`config.mk`:
```
export PLATFORM = sky130hd
export DESIGN_NAME = mmcm_reconfig_ctrl
export DESIGN_NICKNAME = d
export VERILOG_FILES = /design/src/rtl/mmcm_reconfig_ctrl.sv
export SDC_FILE = /design/constraint.sdc
export NUM_CORES = 1
export LEC_CHECK = 0
export ABC_AREA = 1
export ABC_CLOCK_PERIOD_IN_PS = 1450
export CAP_MARGIN = 40
export CORE_MARGIN = 2
export CORE_UTILIZATION = 50
export DETAILED_ROUTE_END_ITERATION = 6
export GPL_ROUTABILITY_DRIVEN = 0
export PLACE_DENSITY = 0.73
export SYNTH_ARGS = -nofsm -noshare
export SYNTH_HDL_FRONTEND = slang
export SYNTH_SLANG_ARGS = --single-unit
```
`constraint.sdc`:
```
create_clock -name clk -period 1.45 [get_ports clk]
set_input_delay 0.435 -clock clk [delete_from_list [all_inputs] [get_ports clk]]
set_output_delay 0.435 -clock clk [all_outputs]
set_load 0.01 [all_outputs]
```
`src/rtl/mmcm_reconfig_ctrl.sv`:
```
// MMCM reconfiguration controller.
// Accepts bank-switch requests into a single pending slot, hands the
// selected bank to a DRP write stage, then waits for the MMCM to relock
// and stay locked for a settle window before reporting completion.
// A watchdog aborts the operation if relock never settles.
module mmcm_reconfig_ctrl #(
    parameter int RSEL_WIDTH     = 1,
    parameter int ADDR_WIDTH     = 5,
    parameter int CONFIG_COUNT   = 23,
    parameter int SETTLE_CYCLES  = 64,
    parameter int TIMEOUT_CYCLES = 65536
) (
    input  logic                  clk,
    input  logic                  reset,
    input  logic                  req_valid,
    input  logic [RSEL_WIDTH-1:0] req_sel,
    output logic                  req_ready,
    output logic [RSEL_WIDTH-1:0] s_baddr,
    output logic [ADDR_WIDTH-1:0] s_count,
    output logic                  s_valid,
    input  logic                  s_ready,
    input  logic                  locked,
    output logic [RSEL_WIDTH-1:0] cur_sel,
    output logic                  cur_valid,
    output logic                  busy,
    output logic                  clk_gate_en,
    output logic                  done,
    output logic                  err,
    output logic                  err_sticky
);

    localparam int SETTLE_W  = (SETTLE_CYCLES  > 1) ? $clog2(SETTLE_CYCLES)  : 1;
    localparam int TIMEOUT_W = (TIMEOUT_CYCLES > 1) ? $clog2(TIMEOUT_CYCLES) : 1;
    localparam logic [SETTLE_W-1:0]  SETTLE_LAST  = SETTLE_W'(SETTLE_CYCLES - 1);
    localparam logic [TIMEOUT_W-1:0] TIMEOUT_LAST = TIMEOUT_W'(TIMEOUT_CYCLES - 1);

    typedef enum logic [2:0] {
        IDLE,
        ISSUE,
        WAIT_START,
        WAIT_LOCK,
        SETTLE
    } state_t;

    state_t state, next_state;

    logic                  locked_meta;
    logic                  locked_s;
    logic                  pend_valid;
    logic [RSEL_WIDTH-1:0] pend_sel;
    logic [SETTLE_W-1:0]   settle_cnt;
    logic [TIMEOUT_W-1:0]  timeout_cnt;

    // Decoded one-cycle events from the FSM
    logic take_skip;     // pending bank already applied: just acknowledge
    logic take_issue;    // pending bank goes out to the DRP stage
    logic handshake;     // DRP stage accepted the command
    logic waiting;       // watchdog is running
    logic timeout_hit;   // watchdog expired this cycle
    logic settle_clear;  // lock seen with DRP idle: start the settle window
    logic settle_done;   // settle window complete and no timeout

    // The DRP stage is reset by the same signal, so acceptance only depends on reset
    assign req_ready = ~reset;
    // The DRP stage performs s_count+1 writes
    assign s_count   = ADDR_WIDTH'(CONFIG_COUNT - 1);

    // Two-flop synchroniser for the asynchronous lock indicator
    always_ff @(posedge clk) begin
        // NOTE: sequential state uses non-blocking assignments so every flop
        // samples pre-edge values regardless of statement order.
        if (reset) begin
            locked_meta <= 1'b0;
            locked_s    <= 1'b0;
        end else begin
            locked_meta <= locked;
            locked_s    <= locked_meta;
        end
    end

    // FSM state register
    always_ff @(posedge clk) begin
        if (reset) state <= IDLE;
        else       state <= next_state;
    end

    // FSM next-state and event decode; timeout outranks settle completion
    always_comb begin
        // NOTE: every output of this block is given a default first so that
        // no path through the case statement can infer a latch.
        next_state   = state;
        take_skip    = 1'b0;
        take_issue   = 1'b0;
        handshake    = 1'b0;
        waiting      = 1'b0;
        timeout_hit  = 1'b0;
        settle_clear = 1'b0;
        settle_done  = 1'b0;
        unique case (state)
            IDLE: begin
                if (pend_valid) begin
                    if (cur_valid && (pend_sel == cur_sel)) begin
                        take_skip = 1'b1;
                    end else begin
                        take_issue = 1'b1;
                        next_state = ISSUE;
                    end
                end
            end
            ISSUE: begin
                if (s_ready) begin
                    handshake  = 1'b1;
                    next_state = WAIT_START;
                end
            end
            WAIT_START, WAIT_LOCK, SETTLE: begin
                waiting = 1'b1;
                if (timeout_cnt == TIMEOUT_LAST) begin
                    timeout_hit = 1'b1;
                    next_state  = IDLE;
                end else if (state == WAIT_START) begin
                    if (!s_ready) next_state = WAIT_LOCK;
                end else if (state == WAIT_LOCK) begin
                    if (s_ready && locked_s) begin
                        settle_clear = 1'b1;
                        next_state   = SETTLE;
                    end
                end else if (!locked_s) begin
                    next_state = WAIT_LOCK;
                end else if (settle_cnt == SETTLE_LAST) begin
                    settle_done = 1'b1;
                    next_state  = IDLE;
                end
            end
            default: next_state = IDLE;
        endcase
    end

    // Directly decoded outputs
    assign s_valid = (state == ISSUE);
    assign busy    = (state != IDLE);
    assign err     = timeout_hit;

    // Pending slot: a new request always wins over consumption
    always_ff @(posedge clk) begin
        if (reset) begin
            pend_valid <= 1'b0;
            pend_sel   <= '0;
        end else if (req_valid) begin
            pend_valid <= 1'b1;
            pend_sel   <= req_sel;
        end else if (take_skip || take_issue) begin
            pend_valid <= 1'b0;
        end
    end

    // Saturating watchdog and settle counters
    always_ff @(posedge clk) begin
        if (reset) begin
            timeout_cnt <= '0;
            settle_cnt  <= '0;
        end else begin
            if (handshake) begin
                timeout_cnt <= '0;
            end else if (waiting && (timeout_cnt != TIMEOUT_LAST)) begin
                timeout_cnt <= timeout_cnt + 1'b1;
            end
            if (settle_clear) begin
                settle_cnt <= '0;
            end else if ((state == SETTLE) && locked_s && (settle_cnt != SETTLE_LAST)) begin
                settle_cnt <= settle_cnt + 1'b1;
            end
        end
    end

    // Applied-bank status, completion/error flags and clock gating
    always_ff @(posedge clk) begin
        if (reset) begin
            s_baddr     <= '0;
            cur_sel     <= '0;
            cur_valid   <= 1'b0;
            done        <= 1'b0;
            err_sticky  <= 1'b0;
            clk_gate_en <= 1'b0;
        end else begin
            done <= take_skip || settle_done;
            if (take_issue) begin
                s_baddr    <= pend_sel;
                err_sticky <= 1'b0;
            end
            if (settle_done) begin
                cur_sel   <= s_baddr;
                cur_valid <= 1'b1;
            end
            if (timeout_hit) begin
                err_sticky <= 1'b1;
                cur_valid  <= 1'b0;
            end
            // Gate closes on issue or abort; while idle it follows cur_valid,
            // which keeps it low through the completion cycle itself
            if (take_issue || timeout_hit) begin
                clk_gate_en <= 1'b0;
            end else if (state == IDLE) begin
                clk_gate_en <= cur_valid;
            end
        end
    end

endmodule

```
# ---- Word level (Yosys, flattened, before mapping)
# Index checks and enable logic that the tools add are counted.
dict set report op_classes {
  add_sub_neg 2
  eq_ne 15
  muxes 37
  n_bitwise 1
  reduce_logical 18
}
# cell count
set ops {}
lappend ops {{2-to-1 mux 3 bit} 10}
lappend ops {{2-to-1 mux 1 bit} 26}
lappend ops {{adder 16 x 1 -> 16 bit (second input constant)} 1}
lappend ops {{equality test 16 bit (second input constant)} 1}
lappend ops {{inequality test 16 bit (second input constant)} 1}
lappend ops {{inequality test 6 bit (second input constant)} 2}
lappend ops {{case mux 3 bit (3 select lines)} 1}
lappend ops {{OR reduction 2 bit} 4}
lappend ops {{adder 6 x 1 -> 6 bit (second input constant)} 1}
lappend ops {{equality test 3 x 2 -> 1 bit (second input constant)} 2}
lappend ops {{equality test 6 bit (second input constant)} 1}
lappend ops {{AND reduction 6 bit} 1}
lappend ops {{logical AND 1 bit} 5}
lappend ops {{inequality test 5 bit (second input constant)} 1}
lappend ops {{inequality test 2 bit (second input constant)} 2}
lappend ops {{inequality test 4 bit (second input constant)} 1}
lappend ops {{nonzero test 2 bit} 2}
lappend ops {{equality test 3 x 1 -> 1 bit (second input constant)} 1}
lappend ops {{equality test 3 bit (second input constant)} 1}
lappend ops {{logical NOT 3 bit} 1}
lappend ops {{logical OR 1 bit} 3}
lappend ops {{nonzero test 3 bit} 1}
lappend ops {{OR reduction 3 bit} 1}
lappend ops {{inequality test 2 x 1 -> 1 bit (second input constant)} 1}
lappend ops {{other kinds (2)} 2}
dict set report totals {
  reg_bits 35
  in_bits 6
}

# ---- Longest topological paths before layout
dict set report logic_depth {
  word_depth 8
  ltp_mapped 11
  ltp_nobuf 11
}

# ---- Worst setup path after synthesis
# OpenSTA, ideal clock, no wires.
dict set report synth_path {
  path_kind {reg2out}
  from {reg timeout_cnt[1]}
  to {out err}
  arrival_ns 1.097
  path_slack_ns -0.082
  stages_incl_launch_ff 6
  path_cell_list {dfxtp_1 ha_1 nand3_1 inv_1 nand2_1 nor3_1}
}
dict set report synth_via {
  elab_chain_len 3
}
# element line_no
set synth_lines {}
lappend synth_lines {{start: declaration} 52} ;# logic [TIMEOUT_W-1:0] timeout_cnt;
lappend synth_lines {{start signal: assignment} 166} ;# timeout_cnt <= timeout_cnt + 1'b1;
lappend synth_lines {{equality test 16 bit} 118} ;# if (timeout_cnt == TIMEOUT_LAST) begin
lappend synth_lines {{2-to-1 mux 1 bit} 118}
lappend synth_lines {{2-to-1 mux 1 bit} 99} ;# unique case (state)
lappend synth_lines {{end: declaration} 28} ;# output logic err,
# Every way passes these cells.

# ---- Final worst setup path
dict set report layout_path {
  from {reg timeout_cnt[0]}
  to {out err}
}
# Same word-level chain as after synthesis.

==> results.json <==
{
  "ys_warn_count": 0,
  "synth_edf_count": 0,
  "syn_avg_cell_area_um2": 6.700,
  "synth_top_area_frac": 0.3748,
  "synth_cells": 279,
  "hold_path_class": "register to register",
  "vias": 2068,
  "finalPower_w": 0.003191,
  "tns_ns": -1.351,
  "grt_pass1_wl_um": 7845,
  "numCtsBuffers": 5,
  "drt-initial-drc-count": 135,
  "worstHoldPathCells": 2,
  "postRouteWirelength_um": 5900,
  "die_x_um": 65.15,
  "critPathLaunch": "timeout_cnt[0]",
  "clk_path_buf_depth": 2,
  "worstPathMaxFanout": 2,
  "start_util": 0.5145,
  "cts_hold_buf": 0,
  "dpl_cell_area_um2": 2357,
  "worstPathArrival_ns": 1.29,
  "io-pin-count": 21,
  "antenna_found_initial": 0,
  "path_class": "register to primary output",
  "die_h_um": 65.15,
  "grt_max_degree": 13,
  "area_growth_pct": 53.35,
  "synthArstFlopShare": 0,
  "clk_latency_ns": 0.29,
  "min_from": "locked_meta",
  "reg_top3": "timeout_cnt x16, settle_cnt x6, state x3",
  "clk_pin_slew_ns": 0.07,
  "syn-cell-area_um2": 1869,
  "clock-sinks": 35,
  "final_max_slew_viol_count": 0,
  "hold_viol": 0,
  "seq_area_frac_synth": 0.3748,
  "fin_crit_ns": 1.724,
  "setup_slack_ns": -0.2744,
  "period_share": 1.189,
  "grt_pass1_vias": 1862,
  "synth_top_area_cell": "dfxtp_1",
  "design_area_um2": 2867,
  "grt_setup_unrepaired": "true",
  "cp-start-kind": "register",
  "port_buffers": 15,
  "grt_usage": 0.2369,
  "coreArea_um2": 3633,
  "final_core_util": 0.7889,
  "nets": 358,
  "violations": "negative setup slack",
  "ir_drop_uv": 1155,
  "r2r_start": "timeout_cnt[6]",
  "cp-end-kind": "primary output",
  "p_leak_nw": 1.279,
  "min_to": "locked_s",
  "max_freq_mhz": 579.9,
  "avgViaCountPerCell": 5.209,
  "ys_types": 28,
  "cp_slowest_cell": "dfxtp_2",
  "skew_ns": 0.005636,
  "ys_seq_elements": 35,
  "ant_nets": 0,
  "antenna_cells": 0,
  "cts_tree": "built",
  "die-area_um2": 4244,
  "timing.critical_path.max_delay_family": "flip-flops",
  "wire_per_inst_um": 14.86,
  "cap_violations": 0,
  "synth_ff_type": "dfxtp_1",
  "ff2ff_path_depth": 11,
  "hold_slack_ns": 0.4123,
  "fp-row-count": 22,
  "dp_hpwl_um": 3131,
  "r2r_end": "timeout_cnt[2]",
  "regMostFlops": "timeout_cnt",
  "r2r_slack_ns": -0.12,
  "root_buffer": "clkbuf_8",
  "power.density_nw_per_um2": 1113,
  "drive_gt1_frac": 0.4327,
  "status": "complete, but fails checks",
  "path_cells": "ha_4 > nand3_4 > inv_2 > nand2_2 > nor3_2 > buf_2",
  "largest_reg_flops": 16,
  "cp_num_buf_inv": 2,
  "setup_viol": 22,
  "drt-pass1-iter-count": 5,
  "critPathRequiredTime_ns": 1.02,
  "slowest_delay_ns": 0.36,
  "grt.overflow.total": 0,
  "drc": 0,
  "synth_area_leaders": "dfxtp_1 (37%), nand2_1 (13%), inv_1 (7.6%)",
  "htree_levels": 2
}
-- through the flow --
stage	setup WS, ns	std cells
after global routing	-0.3475	397
final	-0.2744	397
after detailed placement	-0.4471	378
after floorplan	0.04604	282
after CTS	-0.2484	394
after global placement	-0.4344	378
-- final cells by class --
| cell class | instances | area [µm²] |
|---|---|---|
| timing repair buffer | 70 | 595.6 |
| inverter | 43 | 176.4 |
| fill | 238 | 767.0 |
| multi-input combinational | 195 | 1239 |
| clock buffer | 6 | 72.57 |
| sequential | 35 | 723.2 |
| tap | 48 | 60.06 |
-- synth_stat cells, types with 2 or more instances --
master / n
a21oi_1: 22
buf_2: 2
buf_4: 6
conb_1: 2
dfxtp_1: 35
ha_1: 2
inv_1: 38
inv_2: 5
nand2_1: 67
nand2_2: 3
nand3_1: 16
nand3b_1: 2
nand4_1: 4
nor2_1: 33
nor2_2: 5
nor2_4: 2
nor3_1: 7
o21ai_0: 9
o21ai_1: 3
xor2_1: 8
-- routing by layer --
layer,global-route usage,share of wire
met4,0.07292,0.028
met1,0.2737,0.40
met5,0,0
met3,0.05479,0.044
met2,0.4330,0.53
-- placed cells by master (no fill, tap or decap), types with 3 or more instances in the layout --
| master | synthesis | final |
|---|---|---|
| clkbuf_8 | 0 | 5 |
| dfxtp_2 | 0 | 15 |
| nor2_1 | 33 | 29 |
| inv_1 | 38 | 29 |
| nand2_2 | 3 | 14 |
| clkdlybuf4s50_1 | 0 | 3 |
| inv_2 | 5 | 11 |
| a21oi_1 | 22 | 16 |
| nand4_1 | 4 | 4 |
| conb_1 | 2 | 5 |
| a21oi_2 | 1 | 7 |
| nor3_1 | 7 | 4 |
| dlygate4sd2_1 | 0 | 7 |
| nand2_4 | 1 | 8 |
| buf_4 | 6 | 46 |
| nor2_4 | 2 | 9 |
| xor2_1 | 8 | 8 |
| nand3_4 | 0 | 4 |
| nand3_1 | 16 | 12 |
| nand2_1 | 67 | 48 |
| o21ai_2 | 0 | 4 |
| dfxtp_1 | 35 | 19 |
| buf_6 | 1 | 9 |
| o21ai_0 | 9 | 6 |
-- cell families (layout without fill, tap and decap cells) --
logic type,after synthesis,in the layout,share of synthesized area
AO/OA/AOI/OAI,36,36,0.09973
XOR/XNOR,9,9,0.04217
flip-flops,35,35,0.3748
buffers and inverters,52,119,0.1218
other,2,5,0.004018
AND/OR/NAND/NOR,143,143,0.3440
adder cells (fa/ha/maj),2,2,0.01338
-- how the worst max path moves through the flow --
stage               slack (ns)        end  cells past startpoint
finish                   -0.27        err                      6
global route             -0.35        err                      7
CTS                      -0.25        err                      7
detailed placement       -0.45  req_ready                      3
global placement         -0.43  req_ready                      3
floorplan                 0.05        err                      6
-- worst register-to-register path, stage by stage, from the launching register on --
cell     delay [ns]
dfxtp_1        0.35
nand2_1        0.08
buf_4          0.14
inv_1          0.06
nand2_1        0.09
nor2_4         0.15
nand2_4        0.13
nand2_8        0.13
buf_8          0.15
o21ai_2        0.06
nand2_1        0.07
nor2_1         0.04
-- repair_timing --
item,4_1_cts,5_1_grt
resized for setup,68,68
buffers inserted,12,3
setup endpoints to repair,34,31
pin swaps,12,27
gates cloned,0,0
-- where the power goes --
group,internal [W],total [W],switching [W]
combinational,0.000619,0.00144,0.000817
clock,0.000320,0.000673,0.000353
sequential,0.00102,0.00108,0.0000619
total,0.00196,0.00319,0.00123
(Power assumes the default switching activity.)
